===== src/rtl/osc_pkg.sv =====
// Shared definitions for the oscillator phase accumulator.
//   OSC_VOICES  : default number of time-multiplexed voices
//   OSC_PHASE_W : default phase accumulator width
//   OSC_ADDR_W  : default sine table address width
//   OSC_LUT_LAT : default downstream sine lookup latency (clocks)
//   osc_state_e : frame sequencer states
package osc_pkg;
  localparam int OSC_VOICES  = 8;
  localparam int OSC_PHASE_W = 32;
  localparam int OSC_ADDR_W  = 11;
  localparam int OSC_LUT_LAT = 3;

  typedef enum logic {
    ST_IDLE = 1'b0,
    ST_RUN  = 1'b1
  } osc_state_e;
endpackage


===== src/rtl/osc_delay_line.sv =====
// Fixed-depth shift register that carries the addr-side sideband
// (valid, voice, last) forward so it lines up with the sine value.
//   clk   : clock
//   reset : synchronous active-high; clears every stage
//   din   : word entering the line
//   dout  : word DEPTH clocks later
module osc_delay_line #(
  parameter int WIDTH = 1,
  parameter int DEPTH = 1
) (
  input  logic             clk,
  input  logic             reset,
  input  logic [WIDTH-1:0] din,
  output logic [WIDTH-1:0] dout
);
  logic [DEPTH-1:0][WIDTH-1:0] pipe;

  always_ff @(posedge clk) begin
    if (reset) begin
      pipe <= '0;
    end else begin
      pipe[0] <= din;
      for (int i = 1; i < DEPTH; i++) pipe[i] <= pipe[i-1];
    end
  end

  assign dout = pipe[DEPTH-1];
endmodule


===== src/rtl/osc_phase_acc.sv =====
// Time-multiplexed phase accumulator for a bank of oscillator voices.
// Each sample_tick starts a frame that visits voices 0..VOICES-1, one per
// clock, emitting the top ADDR_W bits of each voice's pre-update phase as a
// sine table address, then advancing the phase by that voice's increment.
//   clk, reset              : clock, synchronous active-high reset
//   sample_tick             : starts a frame (ignored + overrun if busy)
//   inc_wr/inc_voice/inc_data : frequency increment write
//   sync_en/sync_voice      : hard-sync phase reset
//   addr/addr_valid/addr_voice : sine table lookup request
//   out_valid/out_voice     : request sideband delayed by LUT_LAT
//   frame_done              : pulse with the last out_valid of a frame
//   overrun                 : sticky, tick seen while a frame was running
module osc_phase_acc
  import osc_pkg::*;
#(
  parameter int VOICES  = OSC_VOICES,
  parameter int PHASE_W = OSC_PHASE_W,
  parameter int ADDR_W  = OSC_ADDR_W,
  parameter int LUT_LAT = OSC_LUT_LAT,
  localparam int VW     = $clog2(VOICES)
) (
  input  logic               clk,
  input  logic               reset,
  input  logic               sample_tick,
  input  logic               inc_wr,
  input  logic [VW-1:0]      inc_voice,
  input  logic [PHASE_W-1:0] inc_data,
  input  logic               sync_en,
  input  logic [VW-1:0]      sync_voice,
  output logic [ADDR_W-1:0]  addr,
  output logic               addr_valid,
  output logic [VW-1:0]      addr_voice,
  output logic               out_valid,
  output logic [VW-1:0]      out_voice,
  output logic               frame_done,
  output logic               overrun
);
  localparam logic [VW-1:0] VLAST = VW'(VOICES - 1);
  localparam int            DLW   = VW + 2;

  osc_state_e         state;
  logic [VW-1:0]      vcnt;
  logic               last;
  logic [PHASE_W-1:0] phase [VOICES];
  logic [PHASE_W-1:0] inc   [VOICES];
  logic               sync_hit;
  logic [DLW-1:0]     dl_out;

  // Sync landing on the voice being processed this cycle.
  assign sync_hit = sync_en && (sync_voice == vcnt);

  always_ff @(posedge clk) begin
    if (reset) begin
      state      <= ST_IDLE;
      vcnt       <= '0;
      last       <= 1'b0;
      addr       <= '0;
      addr_valid <= 1'b0;
      addr_voice <= '0;
      overrun    <= 1'b0;
      for (int i = 0; i < VOICES; i++) begin
        phase[i] <= '0;
        inc[i]   <= '0;
      end
    end else begin
      addr_valid <= 1'b0;
      last       <= 1'b0;
      if (inc_wr)  inc[inc_voice]    <= inc_data;
      // Non-current voice sync; the current-voice case below overrides it.
      if (sync_en) phase[sync_voice] <= '0;
      case (state)
        ST_IDLE: begin
          if (sample_tick) begin
            state <= ST_RUN;
            vcnt  <= '0;
          end
        end
        ST_RUN: begin
          if (sample_tick) overrun <= 1'b1;
          addr_valid <= 1'b1;
          addr_voice <= vcnt;
          last       <= (vcnt == VLAST);
          // Sync restarts the voice at phase 0 this very cycle, so the
          // stored value is already one increment on (old increment).
          if (sync_hit) begin
            addr        <= '0;
            phase[vcnt] <= inc[vcnt];
          end else begin
            addr        <= phase[vcnt][PHASE_W-1 -: ADDR_W];
            phase[vcnt] <= phase[vcnt] + inc[vcnt];
          end
          if (vcnt == VLAST) begin
            state <= ST_IDLE;
            vcnt  <= '0;
          end else begin
            vcnt <= vcnt + 1'b1;
          end
        end
        default: state <= ST_IDLE;
      endcase
    end
  end

  osc_delay_line #(
    .WIDTH (DLW),
    .DEPTH (LUT_LAT)
  ) u_dly (
    .clk   (clk),
    .reset (reset),
    .din   ({addr_valid, addr_voice, last}),
    .dout  (dl_out)
  );

  assign out_valid  = dl_out[DLW-1];
  assign out_voice  = dl_out[DLW-2:1];
  assign frame_done = dl_out[DLW-1] & dl_out[0];
endmodule


===== config.mk =====
export PLATFORM = sky130hd
export DESIGN_NAME = osc_phase_acc
export DESIGN_NICKNAME = d
export VERILOG_FILES = /design/src/rtl/osc_pkg.sv /design/src/rtl/osc_delay_line.sv /design/src/rtl/osc_phase_acc.sv
export SDC_FILE = /design/constraint.sdc
export NUM_CORES = 1
export LEC_CHECK = 0
export CAP_MARGIN = 20
export CORE_MARGIN = 8
export CORE_UTILIZATION = 58
export DETAILED_ROUTE_END_ITERATION = 10
export PLACE_DENSITY = 0.75
export SLEW_MARGIN = 20
export SYNTH_ARGS = -nofsm -noshare
export SYNTH_HDL_FRONTEND = slang
export SYNTH_SLANG_ARGS = --single-unit

===== constraint.sdc =====
create_clock -name clk -period 5.1 [get_ports clk]
set_input_delay 1.275 -clock clk [delete_from_list [all_inputs] [get_ports clk]]
set_output_delay 1.275 -clock clk [all_outputs]
set_load 0.05 [all_outputs]

Word-level counts from Yosys, hierarchy flattened

Memories as Yosys holds them, arrays and structs flattened. A register that Yosys moved wholly into a read port is not among the register bits.
Index checks and enable logic that the tools add are counted.

Bits in registers: 36
Latch bits: 0
Bits in writable memories: 512
ROM bits: 0
Bits of input ports: 43
Output and inout port bits: 21
Word-level logic and storage cells: 64
Memories kept: 2

Memory list:

| name  | depth | width | read ports | clocked after memory_dff | wr ports | line                | text |
|---|---|---|---|---|---|---|---|
| inc   | 8     | 32    | 1          | 1                        | 8        | osc_phase_acc.sv:45 | `logic [PHASE_W-1:0] inc [VOICES];` |
| phase | 8     | 32    | 1          | 1                        | 8        | osc_phase_acc.sv:44 | `logic [PHASE_W-1:0] phase [VOICES];` |

Add/subtract/negate cells: 2
$mul: 0
Div/mod/pow operators: 0
Magnitude comparators: 0
Equality and inequality tests: 3
Shifts and indexed selects: 0
Multiplexer cells: 38
Bitwise operators: 3
Reductions and logical operators: 6

Operators by type and width:

| kind                                        | number |
|---|---|
| 2-to-1 mux 32 bit                           | 4 |
| OR reduction 32 bit                         | 3 |
| adder 32 bit                                | 1 |
| 2-to-1 mux 3 bit                            | 9 |
| 2-to-1 mux 1 bit                            | 22 |
| 2-to-1 mux 11 bit                           | 1 |
| case mux 3 bit (2 select lines)             | 1 |
| adder 3 x 1 -> 3 bit, second input constant | 1 |
| == test 3 bit                               | 1 |
| == test 3 bit, second input constant        | 1 |
| != test 2 bit, second input constant        | 1 |
| case mux 1 bit (2 select lines)             | 1 |
| AND reduction 2 bit                         | 1 |
| OR reduction 2 bit                          | 1 |
| bitwise AND 1 bit                           | 1 |
| logical AND 1 bit                           | 1 |
| NOT 1 bit                                   | 1 |
| OR 1 bit                                    | 1 |

Longest topological paths before layout

Depth after elaboration: 9
Depth in mapped cells: 17

Modules after synthesis

Synthesis repeated with hierarchy kept, for this count alone.

Cell total of the unflattened synthesis: 1777
Area, all modules: 25761.0 um2

By module, submodules not included:

| module         | instances | cells an instance | area an instance (um2) |
|---|---|---|---|
| osc_phase_acc  | 1         | 1741              | 25290.5 |
| osc_delay_line | 1         | 36                | 470.5 |

Worst setup path before layout

No wires, ideal clock.

Kind: reg2reg
From: reg (tool-made name)
To: mem phase[0][16] (netlist bit), data pin
Data arrival time: 4.318 ns
Data required time: 4.843 ns
Setup slack: 0.525 ns
Cell stages (with the launch flop): 18
Path buffers: 6
Clock period less this slack: 4.575 ns
Cell sequence: dfxtp_1 > buf_4 > buf_6 > buf_4 > buf_4 > buf_2 > mux4_2 > mux2_2 > ha_1 > fa_1 > a21oi_1 > o21ai_0 > a21oi_1 > o21a_1 > o211a_1 > clkbuf_1 > mux2i_1 > nand2_1

RTL lines:

| element   | line |
|---|---|
| to (decl) | osc_phase_acc.sv:44 |

==> results.md <==
* Worst reg-to-reg path cell count at 12
* Number of global-route vias before repair at 17160
* HP Class: reg2reg
* CTS Buf Count at 55
* Drt initial violations at roughly 1900
* Outcome: completed
* # rows at 78
* Initial antenna violation count at 0
* Routed len/inst at 25.81 um
* Post-synth top cells: edfxtp_1 (512), and2_1 (261), nor2_1 (246), mux4_2 (128), nand2_1 (104)
* CP max FO at 24
* WHS Endpoint: u_dly.dout[1]
* IO Pins at 64
* First-pass GRT wire length at 102.8 mm
* Die width at 230.5 um
* DRT Pass-1 Iters at 6
* Number of setup buffers added after CTS at 0
* Max incr delay on CP at about 0.56 ns
* Internal at between 8 and 9 mW
* Setup Skew at between 0.02 and 0.025 ns
* Net Sw Power at 2.763 mW
* Flop2flop setup slack at 0.39 ns
* Crit path kind: reg2reg
* Most common cell in the synthesized netlist: edfxtp_1
* Post-synth EDFFs at 512
* Routed vias at between 15000 and 20000
* Overflow after GRT at 0
* Max clock buf depth at 3
* Core area at 0.04538 mm^2
* Max stage delay cell, worst path: dfxtp_4
* Die Y at 230.5 um
* Post-Syn Instances at slightly below 2000
* RSZ-0062 raised after global routing: false
* Startpoint Class: flip-flop
* Pleak at 10.51 nW
* Pwr Density at 360.0 mW/mm^2
* I/O Buffers at 63
* Setup crit end kind: flip-flop
* Hold_sp: u_dly.pipe[6]
* Synthesized area at approximately 0.027 mm^2
* Yosys top cell area share at 0.5763
* Post-synth top area cell: edfxtp_1
* Critical Path AT at 5.03 ns
* Worst Tran Pin Value at approximately 1.1 ns
* Largest cells by area after synthesis: edfxtp_1 (58%), mux4_2 (11%), and2_1 (6.1%), nor2_1 (3.5%), dfxtp_1 (2.9%)
* Relative slew margins at 0.2551
* Reg power frac at 0.486
* Post-route core utilization at 0.6624
* DRC viols at 0
* Hold Path Depth at 1
* Clk pin slew, worst setup/hold paths at 0.06 ns
* Critical R2R Capture: phase[4][24]
* All-Layer GR Usage at 0.2542
* Sequential area share after synthesis at 0.6055
* Worst-Skew Late Latency at approximately 0.6 ns
* Setup violators final at 0
* Post-synthesis cell type count at 68
* Starting Density at 0.5879
* Maxcap violations at 0
* Yosys warning total at 0
* ANT nets after route at 0
* Gate power share at 0.146
* Switching Fraction at 0.2553
* Htree depth at 2
* Cts hold-fix bufs at 0
* Hpwl dp at 43.54 mm
* Clk Tree Root Cell: clkbuf_16
* Layout cells sized above 1 at 0.1860
* Max Slew Vio Count at 0
* Post-synth ARST share at 0
* Largest net degree at the start of global routing at 71
* Antenna diodes at 0
* Post-route minimum period at 4.706 ns
* Cell family with most CP delay: simple AND/OR/NAND/NOR gates
* Final weighted congestion in routability-driven placement at 0.9581
* Crit share post-route at 0.9228
* Sum Neg Setup Slack at 0 ns
* Fmax at approximately 0.21 GHz
* Number of hold violations in the final report at 0
* Data required, critical path at 5.42 ns
* NumNets Final at 2088
* CTS sink cnt at 551
* Mean Syn Cell Area at 13.76 um^2
* Post-Route WL at ~70 mm
* Die area at roughly 0.053 mm^2
* Vias per inst at around 6.4
* Critical Path, Cell by Cell: buf_12 -> buf_12 -> mux4_2 -> mux2_2 -> ha_1 -> and4_1 -> and3_1 -> and4_1 -> a32oi_1 -> and2_1 -> a311o_1 -> nor2_1
* Ys flop type: edfxtp_1
* Syn nets at roughly 2000
* Clock share of power at 0.368
* CTS tree: done
* Max VDD drop at 0.0002979 V
* Area grow syn2layout at 12.68%
* Yosys reg bits at 551
* Buf+Inv Stages, Crit Path at 2
* PostCTS Resize Cnt at 0
==> per-stage QoR <==
stage	worst slack, ns	hold slack, ns	cells	cell area, um^2	power, mW
2_1_floorplan	0.5250	0.4138	1939	26680	6.362
3_3_place_gp	0.4919	0.4195	2554	28320	6.859
3_5_place_dp	0.4518	0.4266	2554	28320	6.902
4_1_cts	0.4186	0.4401	2654	30060	10.84
5_1_grt	0.2082	0.4615	2654	30060	11.14
6_report	0.3938	0.4327	2654	30060	10.82
==> cell type report <==
cell class	count	area, um^2
Sequential cell	551	16170
Fill cell	3254	15320
Multi-Input combinational cell	1245	9965
Clock buffer	75	1494
Timing Repair Buffer	144	1384
Tap cell	600	750.7
Clock inverter	25	250.2
Inverter	14	52.55
==> power groups by stage <==
stage,sequential (mW),clock (mW),combinational [mW]
floorplan,5.34,0,1.02
global placement,5.34,0,1.52
detailed placement,5.35,0,1.55
CTS,5.26,4.02,1.55
global route,5.28,4.18,1.68
finish,5.26,3.98,1.58
==> how the worst max path moves through the flow <==
stage              start      endpoint  slack (ns)  cells after the start
2_1_floorplan  flip-flop  phase[0][16]        0.52                     17
3_3_place_gp   flip-flop  phase[4][24]        0.49                     12
3_5_place_dp   flip-flop  phase[4][24]        0.45                     12
4_1_cts        flip-flop  phase[4][24]        0.42                     12
5_1_grt        flip-flop  phase[4][29]        0.21                     12
6_report       flip-flop  phase[4][24]        0.39                     12
==> logic make-up after synthesis <==
kind of cell | count (synthesis) | synth area share
AO/OA/AOI/OAI | 240 | 0.06411
multiplexers | 223 | 0.1472
buffers and inverters | 143 | 0.02293
adder cells (fa/ha/maj) | 34 | 0.01623
AND/OR/NAND/NOR | 725 | 0.1365
XOR/XNOR | 23 | 0.007550
flip-flops | 551 | 0.6055
==> sequential cells by signal, summed over array words and instances (netlist names), 3 cells and up, named ones only <==
signal      cells
vcnt            3
u_dly.dout      5
addr_voice      3
u_dly.pipe     10
phase         256
addr           11
inc           256
==> cell usage in the layout (no fill, tap or decap), drive strengths merged, types with 10 or more instances in the layout <==
cell | netlist | routed
a211oi | 36 | 36
a21o | 10 | 10
a21oi | 47 | 47
a22o | 18 | 18
a32oi | 18 | 18
and2 | 261 | 261
and3 | 10 | 10
buf | 42 | 82
clkbuf | 87 | 75
clkdlybuf4s50 | 0 | 62
clkinv | 0 | 15
dfxtp | 39 | 39
edfxtp | 512 | 512
ha | 33 | 33
inv | 14 | 15
mux2 | 68 | 68
mux2i | 27 | 27
mux4 | 128 | 128
nand2 | 104 | 104
nand3 | 11 | 11
nand4 | 16 | 16
nor2 | 246 | 246
nor2b | 21 | 21
nor3 | 26 | 26
o21ai | 33 | 33
o22ai | 17 | 17
xnor2 | 16 | 16
==> per-layer routing <==
layer  track usage  vias up  share of wire
met1        0.3464     8494           0.39
met2        0.4135      967           0.48
met5             0        -              0
li1              -     7455              -
met4       0.09384        0          0.032
met3       0.03974      168          0.096
No activity file was read; power rests on OpenSTA's default activity.
